**config.mk**
```make
export PLATFORM = sky130hd
export DESIGN_NAME = timer_irq
export DESIGN_NICKNAME = d
export VERILOG_FILES = /design/src/rtl/timer_irq.sv
export SDC_FILE = /design/constraint.sdc
export NUM_CORES = 1
export LEC_CHECK = 0
export BUFFER_PORTS_ARGS = -buffer_cell sky130_fd_sc_hd__clkbuf_2
export CORE_MARGIN = 3
export CORE_UTILIZATION = 56
export CTS_CLUSTER_DIAMETER = 200
export DETAILED_ROUTE_END_ITERATION = 6
export GPL_ROUTABILITY_DRIVEN = 0
export HOLD_SLACK_MARGIN = 0.02
export PLACE_DENSITY = 0.81
export SYNTH_ARGS = -nofsm -noshare
export SYNTH_HDL_FRONTEND = slang
export SYNTH_SLANG_ARGS = --single-unit
```
**constraint.sdc**
```tcl
create_clock -name clk -period 3.26 [get_ports clk]
set_input_delay 0.489 -clock clk [delete_from_list [all_inputs] [get_ports clk]]
set_output_delay 0.489 -clock clk [all_outputs]
set_load 0.02 [all_outputs]
```
**src/rtl/timer_irq.sv**
```systemverilog
// Reloadable down-counter timer driven by prescaler ticks, with a small
// register file (RELOAD/CTRL/COUNT) and a level interrupt held until acknowledged.
module timer_irq #(
   parameter int WIDTH = 16
) (
   input  logic             clk,
   input  logic             reset,
   input  logic             tick,
   input  logic             wr_en,
   input  logic [1:0]       addr,
   input  logic [WIDTH-1:0] wr_data,
   output logic [WIDTH-1:0] rd_data,
   output logic             irq,
   input  logic             irq_ack
);

   typedef enum logic [1:0] {
      IDLE    = 2'd0,
      RUN     = 2'd1,
      EXPIRED = 2'd2
   } state_t;

   localparam logic [WIDTH-1:0] ZERO_C = '0;
   localparam logic [WIDTH-1:0] ONE_C  = WIDTH'(1);

   state_t           state_r, state_nxt_s;
   logic [WIDTH-1:0] reload_r, reload_nxt_s;
   logic [WIDTH-1:0] count_r, count_nxt_s;
   logic             auto_r, auto_nxt_s;
   logic             ie_r, ie_nxt_s;
   logic             done_r, done_nxt_s;
   logic             irq_r, irq_nxt_s;
   logic             ctrl_wr_s, reload_wr_s, expire_s;

   assign ctrl_wr_s   = wr_en && (addr == 2'd1);
   assign reload_wr_s = wr_en && (addr == 2'd0);

   // Next-state logic: a CTRL write always outranks a same-cycle tick.
   always_comb begin
      state_nxt_s  = state_r;
      reload_nxt_s = reload_r;
      count_nxt_s  = count_r;
      auto_nxt_s   = auto_r;
      ie_nxt_s     = ie_r;
      expire_s     = 1'b0;

      if (reload_wr_s) begin
         reload_nxt_s = wr_data;
      end else begin
         reload_nxt_s = reload_r;
      end

      if (ctrl_wr_s) begin
         auto_nxt_s = wr_data[1];
         ie_nxt_s   = wr_data[2];
         if (!wr_data[0]) begin
            state_nxt_s = IDLE;
         end else if ((state_r != RUN) && (reload_r != ZERO_C)) begin
            state_nxt_s = RUN;
            count_nxt_s = reload_r;
         end else begin
            state_nxt_s = state_r;
         end
      end else if ((state_r == RUN) && tick) begin
         if (count_r == ONE_C) begin
            expire_s = 1'b1;
            // A zero RELOAD at auto-reload time would leave RUN with count 0, so stop instead.
            if (auto_r && (reload_r != ZERO_C)) begin
               count_nxt_s = reload_r;
            end else begin
               count_nxt_s = ZERO_C;
               state_nxt_s = EXPIRED;
            end
         end else if (count_r != ZERO_C) begin
            count_nxt_s = count_r - ONE_C;
         end else begin
            count_nxt_s = count_r;
         end
      end else begin
         count_nxt_s = count_r;
      end

      if (expire_s) begin
         done_nxt_s = 1'b1;
      end else if (irq_ack) begin
         done_nxt_s = 1'b0;
      end else begin
         done_nxt_s = done_r;
      end

      irq_nxt_s = done_nxt_s & ie_nxt_s;
   end

   // State and register update with asynchronous active-low reset.
   always_ff @(posedge clk or negedge reset) begin
      if (!reset) begin
         state_r  <= IDLE;
         reload_r <= ZERO_C;
         count_r  <= ZERO_C;
         auto_r   <= 1'b0;
         ie_r     <= 1'b0;
         done_r   <= 1'b0;
         irq_r    <= 1'b0;
      end else begin
         state_r  <= state_nxt_s;
         reload_r <= reload_nxt_s;
         count_r  <= count_nxt_s;
         auto_r   <= auto_nxt_s;
         ie_r     <= ie_nxt_s;
         done_r   <= done_nxt_s;
         irq_r    <= irq_nxt_s;
      end
   end

   // Register read mux.
   always_comb begin
      rd_data = ZERO_C;
      case (addr)
         2'd0:    rd_data = reload_r;
         2'd1:    rd_data = {{(WIDTH-4){1'b0}}, done_r, ie_r, auto_r, (state_r == RUN)};
         2'd2:    rd_data = count_r;
         default: rd_data = ZERO_C;
      endcase
   end

   assign irq = irq_r;

endmodule

```
Word-level counts from Yosys, hierarchy flattened
Index checks and enable logic that the tools add are counted.

Output and inout port bits: 17. Memory bits (read-only): 0. Bits in registers: 38. Logic and storage cells: 51. Memory bits (writable): 0. Memories: 0. Bits of input ports: 23. Bits in latches: 0.

$mul: 0. Mux-type cells: 20. Bitwise operators: 1. Order comparisons: 0. Eq/ne operators: 9. Shift operators: 0. Reduce and logical (&&, ||, !) cells: 13. Div/mod/pow operators: 0. Add/sub/neg operators: 1.

Operators by type and width (number): $mux 16 (7); $pmux 16 s3 (1); $reduce_bool 16->1 (2); $eq 16x1->1 const B (1); $sub 16x1->16 const B (1); $mux 2 (6); $reduce_and 4->1 (2); $mux 1 (6); $logic_and 1x1->1 (5); $eq 2x1->1 const B (2); $ne 2x1->1 const B (2); $ne 2x2->1 const B (2); $reduce_bool 2->1 (2); $ne 3x2->1 const B (1); $reduce_bool 3->1 (1); $eq 2x2->1 const B (1); $logic_not 2->1 (1); $and 1x1->1 (1).

Longest topological paths before layout
Gate-level depths: netlist (run 1).

Word-level depth: 6. Mapped depth: 8. Gate-level depth less buffers: 7.

Worst setup path after synthesis (run 1)
OpenSTA, ideal clock, no wires.

Path type: register to register. From: reg count_r[1]. To: reg count_r[10]. Setup slack: 716 ps. Library setup time: 65 ps. Buffers on the path: 0. Data required time: 3195 ps. Arrival: 2479 ps. Stages on the path, launching flop included: 8. Clock period less this slack: 2544 ps. Cells stage by stage: dfrtp_1 > inv_1 > ha_1 > or4b_2 > or4_1 > o21ai_0 > a22o_1 > o22a_1.

Word-level cells in the longest chain between the ends: 5. Elaborated cells between the ends (all ways): 9. Those cells by class: 1 x add/sub; 1 x eq/ne; 4 x mux; 3 x reduce/logical.

RTL lines: start, declared (RTL line 28) `logic [WIDTH-1:0] count_r, count_nxt_s;`; start signal, assigned (RTL line 107) `count_r <= count_nxt_s;`; $sub 16x1->16 (RTL line 75) `count_nxt_s = count_r - ONE_C;`; $mux 16 (RTL line 74) `end else if (count_r != ZERO_C) begin`; $mux 16 (RTL line 65) `if (count_r == ONE_C) begin`; $mux 16 (RTL line 64) `end else if ((state_r == RUN) && tick) begin`; $mux 16 (RTL line 53) `if (ctrl_wr_s) begin`.

Several ways; a longest one is shown, not always the timed one. The select of a mux whose other input is x is not followed. A chain may end at the register's enable or synchronous reset.

Worst setup path in the final report (run 1)
From: reg count_r[1]. To: reg count_r[6].

The elaborated chain is that of the path after synthesis.

==> impl_results.html, run 1 <==
<table>
<tr><th>Metric</th><th>Value</th></tr>
<tr><th colspan="2">Logic synthesis</th></tr>
<tr><td>Mapped Area</td><td>0.00239 mm2</td></tr>
<tr><td>Mux share of post-synthesis cell area</td><td>14.2%</td></tr>
<tr><td>Post-synth ARST share</td><td>100%</td></tr>
<tr><td>Average footprint of a synthesized cell</td><td>9.05 um2</td></tr>
<tr><td>Number of enable flip-flop cells after synthesis</td><td>0</td></tr>
<tr><td>Synthesis-stage register bit count</td><td>38</td></tr>
<tr><td>Share of the yosys chip area belonging to registers</td><td>39.8%</td></tr>
<tr><td>Syn Nets</td><td>290</td></tr>
<tr><td>Largest family of logic cells by synthesized area</td><td>simple AND/OR/NAND/NOR gates</td></tr>
<tr><td>Predominant post-synthesis flop cell</td><td>sky130_fd_sc_hd__dfrtp_1</td></tr>
<tr><td>Fraction of the mapped netlist area in compound gates</td><td>16.6%</td></tr>
<tr><td>Syn. warnings</td><td>0</td></tr>
<tr><td>Cell variety after synth</td><td>41</td></tr>
<tr><td>Post-synthesis adder-cell area fraction</td><td>1.57%</td></tr>
<tr><td>Count of mapped cells out of synthesis</td><td>264</td></tr>
<tr><td>Simple-gate share of the synthesized area</td><td>23.4%</td></tr>
<tr><td>Parity-gate share of the synthesized area counting xor and xnor cells</td><td>0%</td></tr>
<tr><th colspan="2">Timing</th></tr>
<tr><td>Largest clock skew in the final design</td><td>9.28 ps</td></tr>
<tr><td>Slew Limit Fails</td><td>0</td></tr>
<tr><td>Slew headroom</td><td>36.2%</td></tr>
<tr><td>Final-layout setup total negative slack</td><td>0 ps</td></tr>
<tr><td>Crit path time final</td><td>2960 ps</td></tr>
<tr><td>Final-layout worst hold slack</td><td>322 ps</td></tr>
<tr><td>Setup repair after global routing missed its margin</td><td>false</td></tr>
<tr><td>Worst slew pin tran</td><td>956 ps</td></tr>
<tr><td>Final count of hold timing violations</td><td>0</td></tr>
<tr><td>Fmax</td><td>0.338 GHz</td></tr>
<tr><td>Period utilization</td><td>90.7%</td></tr>
<tr><td>Final setup violation count</td><td>0</td></tr>
<tr><td>Final WS setup</td><td>304 ps</td></tr>
<tr><th colspan="2">Final layout</th></tr>
<tr><td>Commonest cells after routing, fill and taps aside</td><td>sky130_fd_sc_hd__clkbuf_2 (39), sky130_fd_sc_hd__dfrtp_1 (38), sky130_fd_sc_hd__nor2_1 (21), sky130_fd_sc_hd__o21ai_0 (19), sky130_fd_sc_hd__nor3_1 (19)</td></tr>
<tr><td>Nets@finish</td><td>327</td></tr>
<tr><td>Area taken by multi-input logic gates</td><td>0.00134 mm2</td></tr>
<tr><td>Count of non-filler cells in the finished layout</td><td>352</td></tr>
<tr><td>Share of cells above drive strength 1</td><td>27.2%</td></tr>
<tr><td>Register cell area after layout</td><td>951 um2</td></tr>
<tr><td>Final design area excluding fillers</td><td>0.00277 mm2</td></tr>
<tr><td>N_diodes</td><td>0</td></tr>
<tr><td>Utilization after layout</td><td>68.3%</td></tr>
<tr><td>Layout filler cell count</td><td>317</td></tr>
<tr><td>Leading cell type in the layout, fill and taps excluded</td><td>sky130_fd_sc_hd__clkbuf_2</td></tr>
<tr><td>Area added between synthesis and finish</td><td>16.0%</td></tr>
<tr><th colspan="2">Global route</th></tr>
<tr><td>Maximum number of pins on one net before global-route repair</td><td>39</td></tr>
<tr><td>Vias in the first global route</td><td>2159</td></tr>
<tr><td>Global-route wire length before repair</td><td>10700 um</td></tr>
<tr><td>GRT overflow</td><td>0</td></tr>
<tr><td>Total global routing track utilization</td><td>26.7%</td></tr>
<tr><td>Antenna violations before repair</td><td>0</td></tr>
<tr><th colspan="2">Critical path</th></tr>
<tr><td>Critical path capture point type</td><td>register</td></tr>
<tr><td>Category of the worst setup path launch point</td><td>register</td></tr>
<tr><td>Critical path arrival</td><td>3180 ps</td></tr>
<tr><td>Number of cells on the worst reg-to-reg path</td><td>7</td></tr>
<tr><td>Data required time of the critical path</td><td>3480 ps</td></tr>
<tr><td>Setup CP Type</td><td>reg2reg</td></tr>
<tr><td>Largest driver fanout on the critical path</td><td>6</td></tr>
<tr><th colspan="2">Clock tree</th></tr>
<tr><td>CTS buffer count</td><td>5</td></tr>
<tr><td>Clk Latency, worst-skew pair</td><td>300 ps</td></tr>
<tr><td>TritonCTS clock tree</td><td>done</td></tr>
<tr><td>Count of buffers added by post-CTS timing repair for setup</td><td>0</td></tr>
<tr><td>Cell at the root of the clock tree</td><td>sky130_fd_sc_hd__clkbuf_8</td></tr>
<tr><td>Clock transition at the registers of the reported paths</td><td>80 ps</td></tr>
<tr><td>Number of sinks handled by clock tree synthesis</td><td>38</td></tr>
<tr><td>Hold-fix buffers at CTS</td><td>0</td></tr>
<tr><td>Largest buffer count on any clock path</td><td>2</td></tr>
<tr><td>Cts repair resizes</td><td>0</td></tr>
<tr><td># H-tree levels</td><td>2</td></tr>
<tr><th colspan="2">Route</th></tr>
<tr><td>Total wirelength of the detailed-routed design</td><td>6350 um</td></tr>
<tr><td>First-pass detailed-route iteration total</td><td>4</td></tr>
<tr><td>Residual antenna-violating net count after detailed routing</td><td>0</td></tr>
<tr><td>Via count of the routed design</td><td>2260</td></tr>
<tr><td>Number of vias per cell</td><td>6.42</td></tr>
<tr><td>DRC violation total after the first TritonRoute iteration</td><td>283</td></tr>
<tr><td>Uppermost layer routed</td><td>met4</td></tr>
<tr><td>M1 WL</td><td>2720 um</td></tr>
<tr><td>Remaining design rule violation count</td><td>0</td></tr>
<tr><td>Detailed-route wire length per cell</td><td>18.1 um</td></tr>
<tr><td>Routed met3 length</td><td>561 um</td></tr>
<tr><td>Detail Route met2 WL</td><td>2980 um</td></tr>
<tr><th colspan="2">Place</th></tr>
<tr><td>Total placed cells including tap cells</td><td>344</td></tr>
<tr><td>Placed instance area</td><td>0.00266 mm2</td></tr>
<tr><td>Port Buffer Count</td><td>39</td></tr>
<tr><td>Setup slack at placement</td><td>345 ps</td></tr>
<tr><td>HPWL after detailed placement</td><td>4580 um</td></tr>
<tr><th colspan="2">Power</th></tr>
<tr><td>Areal power density over the cells</td><td>700 mW/mm2</td></tr>
<tr><td>Worst vdd rail ir drop</td><td>0.330 mV</td></tr>
<tr><td>Leakage power</td><td>1.21 nW</td></tr>
<tr><td>Post-layout total power</td><td>1.94 mW</td></tr>
<tr><th colspan="2">Job</th></tr>
<tr><td>MaxCap Viol Count</td><td>0</td></tr>
<tr><th colspan="2">Floorplan</th></tr>
<tr><td>Die ar.</td><td>0.00509 mm2</td></tr>
<tr><td>Area of the core</td><td>0.00406 mm2</td></tr>
<tr><td>Starting density of the core</td><td>58.9%</td></tr>
<tr><td>Number of rows created at floorplan</td><td>23</td></tr>
<tr><td>Floorplan die height</td><td>71.3 um</td></tr>
<tr><td>Die width</td><td>71.3 um</td></tr>
<tr><td>Boundary Pins</td><td>40</td></tr>
<tr><th colspan="2">Status</th></tr>
<tr><td>Result of the run</td><td>completed</td></tr>
<tr><th colspan="2">Worst hold path</th></tr>
<tr><td>Classification of the worst-slack hold path</td><td>in2async</td></tr>
</table>
[report_power, final]
| group | switching [mW] | internal, mW | total [mW] |
|---|---|---|---|
| sequential | 0.206 | 0.613 | 0.819 |
| combinational | 0.409 | 0.302 | 0.711 |
| clock | 0.183 | 0.228 | 0.411 |
[sequential cells by signal (all words and copies together) (netlist names)]
| name | count |
|---|---|
| count_r | 16 |
| reload_r | 16 |
| state_r | 2 |
| auto_r | 1 |
| done_r | 1 |
| ie_r | 1 |
| irq | 1 |
[area by class of cell]
| class | instances | area share, % |
|---|---|---|
| well taps | 50 | 2.26 |
| repair buffers | 49 | 9.76 |
| clock inverters | 3 | 1.63 |
| clock buffers | 5 | 2.48 |
| flip-flops and latches | 38 | 34.3 |
| inverters | 8 | 1.08 |
| multi-input cells | 199 | 48.5 |
[logic make-up (layout without fill, tap and decap cells)]
| kind of cell | Yosys count | in the layout |
|---|---|---|
| compound gates | 62 | 62 |
| mux | 32 | 32 |
| buf+inv | 27 | 65 |
| fa+ha+maj | 3 | 3 |
| flops | 38 | 38 |
| simple gates | 102 | 102 |
[worst max-delay path, cell delays in order (launching register included)]
cell                      delay [ps]
sky130_fd_sc_hd__dfrtp_1         430
sky130_fd_sc_hd__inv_1           130
sky130_fd_sc_hd__ha_1            180
sky130_fd_sc_hd__or4b_2          630
sky130_fd_sc_hd__or4_1           580
sky130_fd_sc_hd__o21ai_0         560
sky130_fd_sc_hd__a22oi_1         180
sky130_fd_sc_hd__o21ai_0         200
[worst paths after layout]
kind	startpoint	end	slack, ps
worst max-delay path	count_r[1]$_DFFE_PN0P_	count_r[6]$_DFFE_PN0P_	300
worst min-delay path	reset	count_r[2]$_DFFE_PN0P_	320
worst max register to register	count_r[1]$_DFFE_PN0P_	count_r[6]$_DFFE_PN0P_	300
worst min register to register	state_r[1]$_DFFE_PN0P_	state_r[1]$_DFFE_PN0P_	540
max in group asynchronous	reset	reload_r[3]$_DFFE_PN0P_	2340
min in group clk	irq_ack	done_r$_DFF_PN0_	390
[metal layers]
layer | vias to the layer above | global-route usage [%]
met3 | 7 | 5.05
li1 | 1061 | -
met5 | - | 0
met2 | 115 | 41.8
met1 | 1077 | 37.3
met4 | 0 | 8.56
[synth_stat cells, drive strengths merged (8+ instances only)]
master / instances / area, um2
dfrtp: 38 / 951
o31ai: 10 / 75.1
mux2i: 17 / 170
clkbuf: 15 / 57.6
a21oi: 12 / 60.1
nor4: 13 / 81.3
nor3: 20 / 111
nand2: 18 / 67.6
nor2: 21 / 78.8
o21ai: 19 / 95.1
mux2: 15 / 169
inv: 8 / 30.0
Power figures use the tool's default switching activity.
==> inputs of run 2 (changes only) <==
==> config.mk (replaced) <==
export PLATFORM = sky130hd
export DESIGN_NAME = timer_irq
export DESIGN_NICKNAME = d
export VERILOG_FILES = /design/src/rtl/timer_irq.sv
export SDC_FILE = /design/constraint.sdc
export NUM_CORES = 1
export LEC_CHECK = 0
export ABC_AREA = 1
export BUFFER_PORTS_ARGS = -buffer_cell sky130_fd_sc_hd__clkbuf_2
export CORE_MARGIN = 3
export CORE_UTILIZATION = 57
export CTS_CLUSTER_DIAMETER = 200
export DETAILED_ROUTE_END_ITERATION = 6
export HOLD_SLACK_MARGIN = 0.02
export PLACE_DENSITY = 0.82
export SYNTH_ARGS = -nofsm -noshare
export SYNTH_HDL_FRONTEND = slang
export SYNTH_SLANG_ARGS = --single-unit
==> run 2 against run 1 <==
Net effect:
- flip-flop and latch count did not move
- synthesized cell count rose by 39%
- critical path depth fell by 2
- utilization rose by 1.3 points
- die area rose by 5.3%
- non-clock buffer count fell by 10
- via count rose by 12%
- final cell count rose by 29%
- worst setup slack improved by 710 ps
- maximum frequency rose by 32%
- global-route usage rose by 1.0 points
- critical path type is now in2out
- largest cell class unchanged
==> impl_results.html, run 2 <==
<table>
<tr><th>Metric</th><th>Value</th></tr>
<tr><th colspan="2">Critical path</th></tr>
<tr><td>Category of the worst setup path launch point</td><td>input port (was register)</td></tr>
<tr><td>Number of cells on the worst reg-to-reg path</td><td>10 (was 7)</td></tr>
<tr><td>Data required time of the critical path</td><td>2770 ps (was 3480 ps)</td></tr>
<tr><td>Sum of buffers and inverters on the critical path</td><td>3 (was 1)</td></tr>
<tr><td>Max stage delay cell, worst path</td><td>sky130_fd_sc_hd__inv_1 (was sky130_fd_sc_hd__or4b_2)</td></tr>
<tr><td>Setup CP Type</td><td>in2out (was reg2reg)</td></tr>
<tr><td>Source of the worst register-to-register timing path</td><td>count_r[6]$_DFFE_PN0P_ (was count_r[1]$_DFFE_PN0P_)</td></tr>
<tr><td>Critical path arrival</td><td>1750 ps (was 3180 ps)</td></tr>
<tr><td>Category of cells accounting for the largest share of critical-path delay</td><td>buffers and inverters (was simple AND/OR/NAND/NOR gates)</td></tr>
<tr><td>CP dominant cell by count</td><td>sky130_fd_sc_hd__clkbuf_2 (was sky130_fd_sc_hd__o21ai_0)</td></tr>
<tr><td>Reg-to-reg critical path endpoint</td><td>count_r[9]$_DFFE_PN0P_ (was count_r[6]$_DFFE_PN0P_)</td></tr>
<tr><td>Critical path capture point type</td><td>output port (was register)</td></tr>
<tr><td>Largest driver fanout on the critical path</td><td>13 (was 6)</td></tr>
<tr><td>Largest stage delay on the critical path</td><td>330 ps (was 630 ps)</td></tr>
<tr><td>Cell chain of the critical path</td><td>clkbuf_2, nor2_1, inv_1, o22ai_1, clkbuf_2 (was inv_1, ha_1, or4b_2, or4_1, o21ai_0, a22oi_1, o21ai_0)</td></tr>
<tr><td>Setup slack, reg-to-reg</td><td>1290 ps (was 300 ps)</td></tr>
<tr><th colspan="2">Clock tree</th></tr>
<tr><td># H-tree levels</td><td>2 (unchanged)</td></tr>
<tr><td>CTS buffer count</td><td>5 (unchanged)</td></tr>
<tr><td>Clk Latency, worst-skew pair</td><td>290 ps (was 300 ps)</td></tr>
<tr><td>Cts repair resizes</td><td>0 (unchanged)</td></tr>
<tr><td>Clock transition at the registers of the reported paths</td><td>80 ps (about the same)</td></tr>
<tr><td>TritonCTS clock tree</td><td>done (unchanged)</td></tr>
<tr><td>Cell at the root of the clock tree</td><td>sky130_fd_sc_hd__clkbuf_8 (unchanged)</td></tr>
<tr><td>Largest buffer count on any clock path</td><td>2 (unchanged)</td></tr>
<tr><td>Number of sinks handled by clock tree synthesis</td><td>38 (unchanged)</td></tr>
<tr><td>Hold-fix buffers at CTS</td><td>0 (unchanged)</td></tr>
<tr><td>Count of buffers added by post-CTS timing repair for setup</td><td>0 (unchanged)</td></tr>
<tr><th colspan="2">Status</th></tr>
<tr><td>Result of the run</td><td>completed (unchanged)</td></tr>
<tr><th colspan="2">Floorplan</th></tr>
<tr><td>Area of the core</td><td>0.00417 mm2 (was 0.00406 mm2)</td></tr>
<tr><td>Floorplan die height</td><td>73.2 um (was 71.3 um)</td></tr>
<tr><td>Starting density of the core</td><td>61.6% (was 58.9%)</td></tr>
<tr><td>Die width</td><td>73.2 um (was 71.3 um)</td></tr>
<tr><td>Boundary Pins</td><td>40 (unchanged)</td></tr>
<tr><td>Die ar.</td><td>0.00535 mm2 (was 0.00509 mm2)</td></tr>
<tr><td>Number of rows created at floorplan</td><td>23 (unchanged)</td></tr>
<tr><th colspan="2">Timing</th></tr>
<tr><td>Slew headroom</td><td>36.4% (was 36.2%)</td></tr>
<tr><td>Final-layout worst hold slack</td><td>318 ps (was 322 ps)</td></tr>
<tr><td>Final-layout setup total negative slack</td><td>0 ps (unchanged)</td></tr>
<tr><td>Crit path time final</td><td>2240 ps (was 2960 ps)</td></tr>
<tr><td>Worst slew pin tran</td><td>953 ps (was 956 ps)</td></tr>
<tr><td>Period utilization</td><td>68.8% (was 90.7%)</td></tr>
<tr><td>Fmax</td><td>0.446 GHz (was 0.338 GHz)</td></tr>
<tr><td>Largest clock skew in the final design</td><td>8.20 ps (was 9.28 ps)</td></tr>
<tr><td>Setup repair after global routing missed its margin</td><td>false (unchanged)</td></tr>
<tr><td>Final setup violation count</td><td>0 (unchanged)</td></tr>
<tr><td>Final count of hold timing violations</td><td>0 (unchanged)</td></tr>
<tr><td>Slew Limit Fails</td><td>0 (unchanged)</td></tr>
<tr><th colspan="2">Logic synthesis</th></tr>
<tr><td>Share of the yosys chip area belonging to registers</td><td>37.0% (was 39.8%)</td></tr>
<tr><td>Most instantiated library cell after synthesis</td><td>sky130_fd_sc_hd__nand2_1 (was sky130_fd_sc_hd__dfrtp_1)</td></tr>
<tr><td>Syn. warnings</td><td>0 (unchanged)</td></tr>
<tr><td>Syn Nets</td><td>393 (was 290)</td></tr>
<tr><td>Post-synth ARST share</td><td>100% (unchanged)</td></tr>
<tr><td>Proportion of netlist area held by the largest area contributor</td><td>37.0% (was 39.8%)</td></tr>
<tr><td>Count of mapped cells out of synthesis</td><td>367 (was 264)</td></tr>
<tr><td>Synthesis-stage register bit count</td><td>38 (unchanged)</td></tr>
<tr><td>Library cell with the largest summed area after synthesis</td><td>sky130_fd_sc_hd__dfrtp_1 (unchanged)</td></tr>
<tr><td>Dominant cells by area after synthesis</td><td>sky130_fd_sc_hd__dfrtp_1 (37%), sky130_fd_sc_hd__nand2_1 (17%), sky130_fd_sc_hd__nor2_1 (7.0%), sky130_fd_sc_hd__inv_1 (6.6%), sky130_fd_sc_hd__nand3_1 (5.6%) (was sky130_fd_sc_hd__dfrtp_1 (40%), sky130_fd_sc_hd__mux2i_1 (7.1%), sky130_fd_sc_hd__mux2_2 (7.1%), sky130_fd_sc_hd__nor3_1 (4.0%), sky130_fd_sc_hd__o21ai_0 (4.0%))</td></tr>
<tr><td>Predominant post-synthesis flop cell</td><td>sky130_fd_sc_hd__dfrtp_1 (unchanged)</td></tr>
<tr><td>Top post-synthesis cells by count</td><td>sky130_fd_sc_hd__nand2_1 (114), sky130_fd_sc_hd__nor2_1 (48), sky130_fd_sc_hd__inv_1 (45), sky130_fd_sc_hd__dfrtp_1 (38), sky130_fd_sc_hd__nand3_1 (29) (was sky130_fd_sc_hd__dfrtp_1 (38), sky130_fd_sc_hd__nor2_1 (21), sky130_fd_sc_hd__nor3_1 (19), sky130_fd_sc_hd__o21ai_0 (19), sky130_fd_sc_hd__nand2_1 (18))</td></tr>
<tr><td>Cell variety after synth</td><td>36 (was 41)</td></tr>
<tr><td>Mapped Area</td><td>0.00257 mm2 (was 0.00239 mm2)</td></tr>
<tr><td>Average footprint of a synthesized cell</td><td>7.01 um2 (was 9.05 um2)</td></tr>
<tr><td>Number of enable flip-flop cells after synthesis</td><td>0 (unchanged)</td></tr>
<tr><th colspan="2">Final layout</th></tr>
<tr><td>Nets@finish</td><td>429 (was 327)</td></tr>
<tr><td>Biggest regs</td><td>count_r x16, reload_r x16, state_r x2 (unchanged)</td></tr>
<tr><td>Leading cell type in the layout, fill and taps excluded</td><td>sky130_fd_sc_hd__nand2_1 (was sky130_fd_sc_hd__clkbuf_2)</td></tr>
<tr><td>Commonest cells after routing, fill and taps aside</td><td>sky130_fd_sc_hd__nand2_1 (114), sky130_fd_sc_hd__nor2_1 (48), sky130_fd_sc_hd__inv_1 (45), sky130_fd_sc_hd__clkbuf_2 (39), sky130_fd_sc_hd__dfrtp_1 (38) (was sky130_fd_sc_hd__clkbuf_2 (39), sky130_fd_sc_hd__dfrtp_1 (38), sky130_fd_sc_hd__nor2_1 (21), sky130_fd_sc_hd__o21ai_0 (19), sky130_fd_sc_hd__nor3_1 (19))</td></tr>
<tr><td>Area added between synthesis and finish</td><td>12.9% (was 16.0%)</td></tr>
<tr><td>N_diodes</td><td>0 (unchanged)</td></tr>
<tr><td>Share of cells above drive strength 1</td><td>19.1% (was 27.2%)</td></tr>
<tr><th colspan="2">Power</th></tr>
<tr><td>Areal power density over the cells</td><td>752 mW/mm2 (was 700 mW/mm2)</td></tr>
<tr><td>Worst vdd rail ir drop</td><td>0.417 mV (was 0.330 mV)</td></tr>
<tr><td>Leakage power</td><td>1.58 nW (was 1.21 nW)</td></tr>
<tr><th colspan="2">Global route</th></tr>
<tr><td>Vias in the first global route</td><td>2328 (was 2159)</td></tr>
<tr><td>Total global routing track utilization</td><td>27.7% (was 26.7%)</td></tr>
<tr><td>Maximum number of pins on one net before global-route repair</td><td>39 (unchanged)</td></tr>
<tr><td>GRT overflow</td><td>0 (unchanged)</td></tr>
<tr><td>Antenna violations before repair</td><td>0 (unchanged)</td></tr>
<tr><td>Global-route wire length before repair</td><td>11400 um (was 10700 um)</td></tr>
<tr><th colspan="2">Route</th></tr>
<tr><td>Via count of the routed design</td><td>2535 (was 2260)</td></tr>
<tr><td>Detailed-route wire length per cell</td><td>15.1 um (was 18.1 um)</td></tr>
<tr><td>Residual antenna-violating net count after detailed routing</td><td>0 (unchanged)</td></tr>
<tr><td>Detail Route met2 WL</td><td>3190 um (was 2980 um)</td></tr>
<tr><td>Total wirelength of the detailed-routed design</td><td>6860 um (was 6350 um)</td></tr>
<tr><td>Remaining design rule violation count</td><td>0 (unchanged)</td></tr>
<tr><td>M1 WL</td><td>2910 um (was 2720 um)</td></tr>
<tr><td>Uppermost layer routed</td><td>met4 (unchanged)</td></tr>
<tr><td>DRC violation total after the first TritonRoute iteration</td><td>169 (was 283)</td></tr>
<tr><td>Routed met3 length</td><td>573 um (was 561 um)</td></tr>
<tr><td>First-pass detailed-route iteration total</td><td>5 (was 4)</td></tr>
<tr><td>Number of vias per cell</td><td>5.58 (was 6.42)</td></tr>
<tr><th colspan="2">Place</th></tr>
<tr><td>Routability congestion estimate from global placement</td><td>0.930</td></tr>
<tr><td>HPWL after detailed placement</td><td>5060 um (was 4580 um)</td></tr>
<tr><td>Port Buffer Count</td><td>39 (unchanged)</td></tr>
<tr><th colspan="2">Job</th></tr>
<tr><td>MaxCap Viol Count</td><td>0 (unchanged)</td></tr>
<tr><th colspan="2">Worst hold path</th></tr>
<tr><td>Classification of the worst-slack hold path</td><td>in2async (unchanged)</td></tr>
</table>
[run 2: cell count changes in the layout (fill, tap and decap cells not counted), moves of 6 or more]
| cell | before | now |
|---|---|---|
| sky130_fd_sc_hd__mux2_2 | 15 | 3 |
| sky130_fd_sc_hd__nor2_1 | 21 | 48 |
| sky130_fd_sc_hd__o21ai_2 | 0 | 6 |
| sky130_fd_sc_hd__buf_4 | 10 | 0 |
| sky130_fd_sc_hd__nand2_1 | 18 | 114 |
| sky130_fd_sc_hd__o21ai_0 | 19 | 9 |
| sky130_fd_sc_hd__o31ai_1 | 10 | 0 |
| sky130_fd_sc_hd__nor4_1 | 12 | 0 |
| sky130_fd_sc_hd__or4_1 | 6 | 0 |
| sky130_fd_sc_hd__nand3_1 | 1 | 29 |
| sky130_fd_sc_hd__nor3_1 | 19 | 1 |
| sky130_fd_sc_hd__a211oi_1 | 6 | 0 |
| sky130_fd_sc_hd__mux2i_1 | 17 | 0 |
| sky130_fd_sc_hd__inv_1 | 8 | 45 |
[run 2: per-layer routing]
metal,vias to the layer above,track usage [%]
met5,-,0
met4,0,10.2
met3,19,4.41
met2,129,43.8
met1,1153,38.0
li1,1234,-
[run 2: worst max path at each step]
stage	slack, ps	cells past startpoint	to	startpoint
final	1020	5	rd_data[9]	addr[1]
after global routing	950	6	rd_data[13]	addr[1]
after CTS	1050	5	rd_data[9]	addr[1]
after detailed placement	1110	5	rd_data[14]	addr[1]
after global placement	1160	5	rd_data[2]	addr[1]
after floorplan	1280	4	rd_data[0]	addr[1]
[run 2: kinds of logic after synthesis]
kind of cell               count (synthesis)  synth area share, %
adders and majority gates                  3                 1.46
and+or+nand+nor                          215                 37.5
DFF                                       38                 37.0
AOI/OAI and AO/OA                         46                 11.5
muxes                                      3                 1.31
buffers and inverters                     57                 9.54
xor gates and xnor gates                   5                 1.70
[run 2: layout make-up]
cell class                      count  area (um2)
Inverter                           47         176
Fill cell                         364        1270
Timing Repair Buffer               39         195
Clock inverter                      2        60.1
Sequential cell                    38         951
Multi-Input combinational cell    272        1380
Clock buffer                        6        82.6
Tap cell                           50        62.6
[run 2: worst register-to-register path, cell delays in order, from the launching register on]
cell and delay [ps]:
sky130_fd_sc_hd__dfrtp_1 470, sky130_fd_sc_hd__nor2_1 170, sky130_fd_sc_hd__nand2_1 140, sky130_fd_sc_hd__nor2_1 140
sky130_fd_sc_hd__nand2_2 200, sky130_fd_sc_hd__nand2_4 270, sky130_fd_sc_hd__nor2_2 80, sky130_fd_sc_hd__a21oi_4 230
sky130_fd_sc_hd__nand2_1 90, sky130_fd_sc_hd__nand2_1 60, sky130_fd_sc_hd__inv_1 30
[run 2: where the power goes]
group          internal [mW]  total, mW  leakage [nW]  switching (mW)
logic                  0.325      0.913          1.05           0.588
clock network          0.327      0.503        0.0714           0.176
registers              0.602      0.768         0.457           0.167
total                   1.25       2.18          1.58           0.931
[run 2: through the flow]
| step | total power [mW] | area, um2 | utilization [%] | std cells | setup slack [ps] |
|---|---|---|---|---|---|
| floorplan | 1.43 | 2570 | - | 367 | 1280 |
| global placement | 1.65 | 2760 | 66.1 | 446 | 1160 |
| detailed placement | 1.66 | 2760 | 66.1 | 446 | 1110 |
| CTS | 2.16 | 2900 | 69.6 | 454 | 1050 |
| global route | 2.35 | 2900 | 69.6 | 454 | 954 |
| finish | 2.18 | 2900 | 69.6 | 454 | 1020 |
